$ cat config.mk
export PLATFORM = sky130hd
export DESIGN_NAME = audio_i2s_tx_flat
export DESIGN_NICKNAME = d
export VERILOG_FILES = /design/src/rtl/audio_pkg.sv /design/src/rtl/audio_i2s_tx_if.sv /design/src/rtl/audio_bclk_gen.sv /design/src/rtl/audio_i2s_tx.sv /design/src/flat_wrapper.sv
export SDC_FILE = /design/constraint.sdc
export NUM_CORES = 1
export LEC_CHECK = 0
export ABC_AREA = 1
export CELL_PAD_IN_SITES_DETAIL_PLACEMENT = 1
export CELL_PAD_IN_SITES_GLOBAL_PLACEMENT = 1
export CORE_MARGIN = 1
export CORE_UTILIZATION = 35
export DETAILED_ROUTE_END_ITERATION = 6
export PLACE_DENSITY_LB_ADDON = 0.25
export RECOVER_POWER = 100
export SYNTH_ARGS = -nofsm -noshare
export SYNTH_HDL_FRONTEND = slang
export SYNTH_SLANG_ARGS = --single-unit
$ cat constraint.sdc
create_clock -name clk -period 1.6 [get_ports clk]
set_input_delay 0.4 -clock clk [delete_from_list [all_inputs] [get_ports clk]]
set_output_delay 0.4 -clock clk [all_outputs]
set_load 0.03 [all_outputs]
$ cat src/rtl/audio_pkg.sv
// Shared constants, sample type and slot-bit helper for the I2S transmitter.
package audio_pkg;

    localparam int SAMPLE_W   = 16;
    localparam int SLOT_W     = 32;
    localparam int FRAME_BITS = 64;

    typedef logic signed [SAMPLE_W-1:0] sample_t;

    localparam logic [5:0] FRAME_START = 6'd0;

    // Bit j of a 32-bit slot: MSB-first sample in j=0..15, zero padding after.
    function automatic logic slot_bit(input sample_t sample, input logic [4:0] j);
        logic [3:0] idx;
        idx = 4'd15 - j[3:0];
        return (j < 5'd16) ? sample[idx] : 1'b0;
    endfunction

endpackage

$ cat src/rtl/audio_i2s_tx_if.sv
// Sample source handshake plus I2S serial pins; master = transmitter side.
interface audio_i2s_tx_if;
    import audio_pkg::*;

    sample_t left_in;
    sample_t right_in;
    logic    sample_ack;
    logic    aud_bclk;
    logic    aud_daclrck;
    logic    aud_dacdat;

    modport master (
        input  left_in, right_in,
        output sample_ack, aud_bclk, aud_daclrck, aud_dacdat
    );

    modport slave (
        output left_in, right_in,
        input  sample_ack, aud_bclk, aud_daclrck, aud_dacdat
    );

endinterface

$ cat src/rtl/audio_bclk_gen.sv
// Bit-clock divider: BCLK = clk/(2*BCLK_HALF), plus a strobe on each BCLK falling edge.
module audio_bclk_gen #(
    parameter int BCLK_HALF = 8
) (
    input  logic clk,
    input  logic reset,
    output logic bclk,
    output logic fall_en
);

    localparam int CNT_W = (BCLK_HALF > 2) ? $clog2(BCLK_HALF) : 1;

    logic [CNT_W-1:0] div_cnt;
    logic             tc;

    assign tc      = (div_cnt == CNT_W'(BCLK_HALF - 1));
    // High for the clk in which bclk is about to drop 1->0.
    assign fall_en = tc & bclk;

    always_ff @(posedge clk or posedge reset) begin
        if (reset) begin
            div_cnt <= '0;
            bclk    <= 1'b0;
        end else if (tc) begin
            div_cnt <= '0;
            bclk    <= ~bclk;
        end else begin
            div_cnt <= div_cnt + 1'b1;
        end
    end

endmodule

$ cat src/rtl/audio_i2s_tx.sv
// Philips I2S master transmitter for 16-bit stereo samples (64 BCLK per frame).
// Define AUDIO_I2S_MONO_EN to send the average of left/right in both slots.
module audio_i2s_tx #(
    parameter int BCLK_HALF = 8,
    parameter int SAMPLE_W  = 16
) (
    input  logic           clk,
    input  logic           reset,
    audio_i2s_tx_if.master bus
);
    import audio_pkg::*;

    if (BCLK_HALF < 2) begin : g_bad_bclk_half
        $error("audio_i2s_tx: BCLK_HALF must be >= 2");
    end
    if (SAMPLE_W != audio_pkg::SAMPLE_W) begin : g_bad_sample_w
        $error("audio_i2s_tx: SAMPLE_W is fixed at 16");
    end

    logic       bclk;
    logic       fall_en;
    logic [5:0] bit_cnt;
    logic [5:0] k;
    logic [5:0] m;
    logic       ser_bit;
    sample_t    shadow_l, shadow_r;
    sample_t    cap_l, cap_r;
    logic       lrck_q, dat_q, ack_q;

    audio_bclk_gen #(.BCLK_HALF(BCLK_HALF)) u_bclk_gen (
        .clk     (clk),
        .reset   (reset),
        .bclk    (bclk),
        .fall_en (fall_en)
    );

`ifdef AUDIO_I2S_MONO_EN
    logic [SAMPLE_W:0] mono_sum;

    // 17-bit sum cannot overflow; dropping bit 0 is the arithmetic >>>1.
    assign mono_sum = {bus.left_in[SAMPLE_W-1], bus.left_in}
                    + {bus.right_in[SAMPLE_W-1], bus.right_in};
    assign cap_l    = sample_t'(mono_sum[SAMPLE_W:1]);
    assign cap_r    = sample_t'(mono_sum[SAMPLE_W:1]);
`else
    assign cap_l = bus.left_in;
    assign cap_r = bus.right_in;
`endif

    // k is the frame position being entered; m lags it by one BCLK so each
    // slot's MSB follows its LRCK transition by one bit.
    assign k       = bit_cnt + 6'd1;
    assign m       = k - 6'd1;
    assign ser_bit = m[5] ? slot_bit(shadow_r, m[4:0]) : slot_bit(shadow_l, m[4:0]);

    always_ff @(posedge clk or posedge reset) begin
        if (reset) begin
            bit_cnt  <= 6'd63;
            lrck_q   <= 1'b0;
            dat_q    <= 1'b0;
            ack_q    <= 1'b0;
            shadow_l <= '0;
            shadow_r <= '0;
        end else begin
            ack_q <= 1'b0;
            if (fall_en) begin
                bit_cnt <= k;
                lrck_q  <= k[5];
                dat_q   <= ser_bit;
                // The bit driven at k=0 is right-slot padding, so the new
                // shadow is first consumed at k=1.
                if (k == FRAME_START) begin
                    shadow_l <= cap_l;
                    shadow_r <= cap_r;
                    ack_q    <= 1'b1;
                end
            end
        end
    end

    assign bus.aud_bclk    = bclk;
    assign bus.aud_daclrck = lrck_q;
    assign bus.aud_dacdat  = dat_q;
    assign bus.sample_ack  = ack_q;

endmodule

$ cat src/flat_wrapper.sv
// flat-port wrapper written by rule: the top's interface ports become plain ports
module audio_i2s_tx_flat import audio_pkg::*;
#(
    parameter int BCLK_HALF = 8,
    parameter int SAMPLE_W  = 16
)
  (clk, reset, bus_left_in, bus_right_in, bus_sample_ack, bus_aud_bclk, bus_aud_daclrck, bus_aud_dacdat);
  audio_i2s_tx_if bus_i ();
  input  logic clk;
  input  logic reset;
  input wire logic [$bits(bus_i.left_in)-1:0] bus_left_in;
  input wire logic [$bits(bus_i.right_in)-1:0] bus_right_in;
  output wire logic [$bits(bus_i.sample_ack)-1:0] bus_sample_ack;
  output wire logic [$bits(bus_i.aud_bclk)-1:0] bus_aud_bclk;
  output wire logic [$bits(bus_i.aud_daclrck)-1:0] bus_aud_daclrck;
  output wire logic [$bits(bus_i.aud_dacdat)-1:0] bus_aud_dacdat;
  assign bus_i.left_in = bus_left_in;
  assign bus_i.right_in = bus_right_in;
  assign bus_sample_ack = bus_i.sample_ack;
  assign bus_aud_bclk = bus_i.aud_bclk;
  assign bus_aud_daclrck = bus_i.aud_daclrck;
  assign bus_aud_dacdat = bus_i.aud_dacdat;
  audio_i2s_tx #(.BCLK_HALF(BCLK_HALF), .SAMPLE_W(SAMPLE_W)) u_core (.clk(clk), .reset(reset), .bus(bus_i));
endmodule
==> results of run 1 <==
## final timing paths
check,cells after the start,start,slack [ps],to
max in group asynchronous,3,reset,440,u_core.shadow_r[11]$_DFFE_PP0P_
hold reg to reg,1,u_core.u_bclk_gen.div_cnt[0]$_DFF_PP0_,440,u_core.u_bclk_gen.div_cnt[0]$_DFF_PP0_
setup / recovery,13,u_core.bit_cnt[0]$_DFFE_PP1P_,-240,u_core.bus.aud_dacdat$_DFFE_PP0P_
hold / removal,1,u_core.u_bclk_gen.div_cnt[0]$_DFF_PP0_,440,u_core.u_bclk_gen.div_cnt[0]$_DFF_PP0_
min in group asynchronous,3,reset,750,u_core.shadow_l[3]$_DFFE_PP0P_
setup reg to reg,13,u_core.bit_cnt[0]$_DFFE_PP1P_,-240,u_core.bus.aud_dacdat$_DFFE_PP0P_
## per-layer routing
metal	vias to the layer above	track usage (%)	wire, um
li1	1066	-	-
met1	1041	24.9	3110
met2	45	34.0	3510
met3	12	2.53	220
met4	0	6.78	144
met5	-	0	0
## worst max-delay path, cell delays in order, from the launching register on
cell	delay, ps
dfstp_2	600
ha_4	260
nand2_4	100
inv_6	50
nor2_4	140
nand2_1	70
nand2_1	100
nand2_1	70
nand2_1	70
nand2_1	60
nand4_1	80
nand2_1	50
nand2_1	60
nand2_1	50
## logic make-up (layout without fill, tap and decap cells)
group,after synthesis,in the layout
buffers and inverters,44,111
AOI/OAI and AO/OA,24,24
and+or+nand+nor,187,187
adders and majority gates,3,3
DFF,45,45
xor gates and xnor gates,3,3
## registers in the layout, indices dropped and copies added (netlist names)
name / cells
u_core.shadow_l: 16
u_core.shadow_r: 16
u_core.bit_cnt: 6
u_core.u_bclk_gen.div_cnt: 3
u_core.bus.aud_dacdat: 1
u_core.bus.aud_daclrck: 1
u_core.bus.sample_ack: 1
u_core.u_bclk_gen.bclk: 1
## metrics by stage
step                      util (%)  instance area, um^2  std cells  setup slack (ps)
after global routing          51.9                 3370        450              -342
final                         51.9                 3370        450              -243
after global placement        45.9                 2980        431              -212
after CTS                     49.7                 3230        444              -159
after detailed placement      45.9                 2980        431              -250
after floorplan                  -                 2430        306             -17.5
## timing repair
item	in CTS	in global routing
cloned	2	6
buffers inserted	4	1
pin swaps	3	13
gates resized for setup	34	11
setup endpoints to repair	38	34
## power by group through the flow
stage	Combinational [uW]	Clock, uW	Sequential [uW]
after detailed placement	113	0	1160
after CTS	116	763	1140
after global routing	120	805	1140
after floorplan	16.6	0	1160
after global placement	112	0	1160
final	109	741	1140
## area by class of cell
| class | instances | area, um^2 | area share, % |
|---|---|---|---|
| repair inverters | 1 | 11.3 | 0.334 |
| flip-flops and latches | 45 | 1130 | 33.6 |
| multi-input cells | 217 | 1130 | 33.6 |
| inverters | 33 | 144 | 4.27 |
| repair buffers | 69 | 763 | 22.6 |
| clock buffers | 8 | 90.1 | 2.67 |
| well taps | 77 | 96.3 | 2.86 |
## placed cells by master, fill, tap and decap left out, types with 7 or more instances in the layout
master and instances:
inv_1 25, dfrtp_1 39, buf_4 20, nand2_2 27, clkdlybuf4s50_1 32, nand2_1 131
o21ai_2 17, nor2_1 7
==> flow_metrics.py, run 1 <==
metrics = {
    "run_status": {
        "outcome": "complete, but fails checks",
        "violations": "negative setup slack",
    },
    "synth": {
        "avgSynthCellArea_um2": 7.87,
        "synth_most_common_cell": "nand2_1",
        "synth_edf_count": 0,
        "async_reset_ff_share_pct": 100,
        "ys_top_cells_by_count": "148 x nand2_1, 39 x dfrtp_1, 28 x inv_1",
        "yosysUniqueCellTypes": 25,
        "netlist_area_um2": 2410,
        "synthSimpleGateAreaFrac_pct": 32.7,
        "post-synth-top-area-fraction_pct": 40.5,
        "yosysWarnings": 0,
        "ys.flop_type": "dfrtp_1",
        "synth_compound_area_share_pct": 7.64,
        "synthAdderAreaFrac_pct": 1.56,
        "ys_seq_elements": 45,
        "synth.area.top_cells": "dfrtp_1 41%, nand2_1 23%, dfstp_2 6.5%",
        "ys_seq_area_share_pct": 47.1,
        "synthXorXnorAreaFrac_pct": 1.40,
        "synth_top_family_by_area": "simple AND/OR/NAND/NOR gates",
        "syn_nets": 343,
        "yosys.area.top_type": "dfrtp_1",
        "synthMuxAreaShare_pct": 0,
        "syn_inst": 306,
    },
    "sta": {
        "layout_setup_ws_ps": -243,
        "hold_viol_final": 0,
        "max_slew.worst_pin.slew_ps": 631,
        "max_freq_mhz": 542,
        "fin_crit_ps": 1840,
        "setup_violations": 34,
        "worst_hold_slack_ps": 440,
        "period_share_pct": 115,
        "rsz0062_at_grt": "yes",
        "fin_setup_tns_ps": -5850,
        "fin_skew_ps": 5.49,
        "slew_viol_final": 0,
        "slew_headroom_pct": 58.0,
    },
    "die": {
        "pin_count": 38,
        "die_x_um": 84.9,
        "core_area_um2": 6490,
        "initial_core_util_pct": 37.1,
        "placementRows": 29,
        "dieHeight_um": 84.9,
        "die_area_um2": 7210,
    },
    "setup_path": {
        "path_class": "reg -> reg",
        "endpoint_kind": "flop",
        "arrival_ps": 2040,
        "critPathLaunchType": "flop",
        "required_ps": 1800,
        "cp_max_fo": 4,
    },
    "hold_path": {
        "min_path_type": "reg -> reg",
    },
    "pwr": {
        "leakagePower_uw": 0.00166,
        "power.net_switching_uw": 426,
        "peakVddDrop_mv": 0.295,
        "cell_internal_pwr_uw": 1560,
        "finalPower_uw": 1990,
        "p_per_area_nw_per_um2": 589,
        "power_frac_seq_pct": 57.2,
        "power_frac_clock_pct": 37.3,
        "swShare_pct": 21.4,
        "pwr-share-comb_pct": 5.5,
    },
    "global_routing": {
        "overflow": 0,
        "grt_max_degree": 46,
        "grt_pass1_wl_um": 11000,
        "antenna_found_initial": 0,
        "grt_use_total_pct": 19.5,
        "grt_pass1_vias": 2363,
    },
    "clock_network": {
        "clockBufferDepth": 2,
        "h-tree-depth": 2,
        "cts_tree": "yes",
        "root_buffer": "clkbuf_8",
        "hold_buffers": 0,
        "cts.clk_slew.worst_paths_ps": 80,
        "clock_sinks": 45,
        "cts_buffers": 5,
        "insertion_delay_ps": 300,
    },
    "final_layout": {
        "finalNetCount": 409,
        "drive_above_1_share_pct": 29.5,
        "antennaDiodeCount": 0,
        "syn2layout_area_growth_pct": 40.1,
        "nFillCells": 772,
    },
    "detailed_routing": {
        "wl_um": 6980,
        "avgRoutedWirePerCell_um": 15.5,
        "ant_nets": 0,
        "vias_per_cell": 4.81,
        "drcViolationCount": 0,
        "first_pass_iters": 6,
        "drt_iter0_drc": 66,
        "vias": 2164,
    },
    "placement": {
        "dpl.hpwl_um": 4070,
        "numPortBuffers": 37,
        "gp_congestion": 0.827,
    },
    "job": {
        "cap_viol_max_count": 0,
    },
}
Note: power is estimated with default switching activity, not from simulation.
==> run 2, diff against run 1 <==
SLEW_MARGIN = 10   (was unset)
==> results of run 2 <==
The final DEF is identical to that of run 1; final timing and power are the same.
==> run 3, diff against run 2 <==
HOLD_SLACK_MARGIN = 0.15   (was unset)
==> results of run 3 <==
The final DEF is identical to that of run 1; final timing and power are the same.
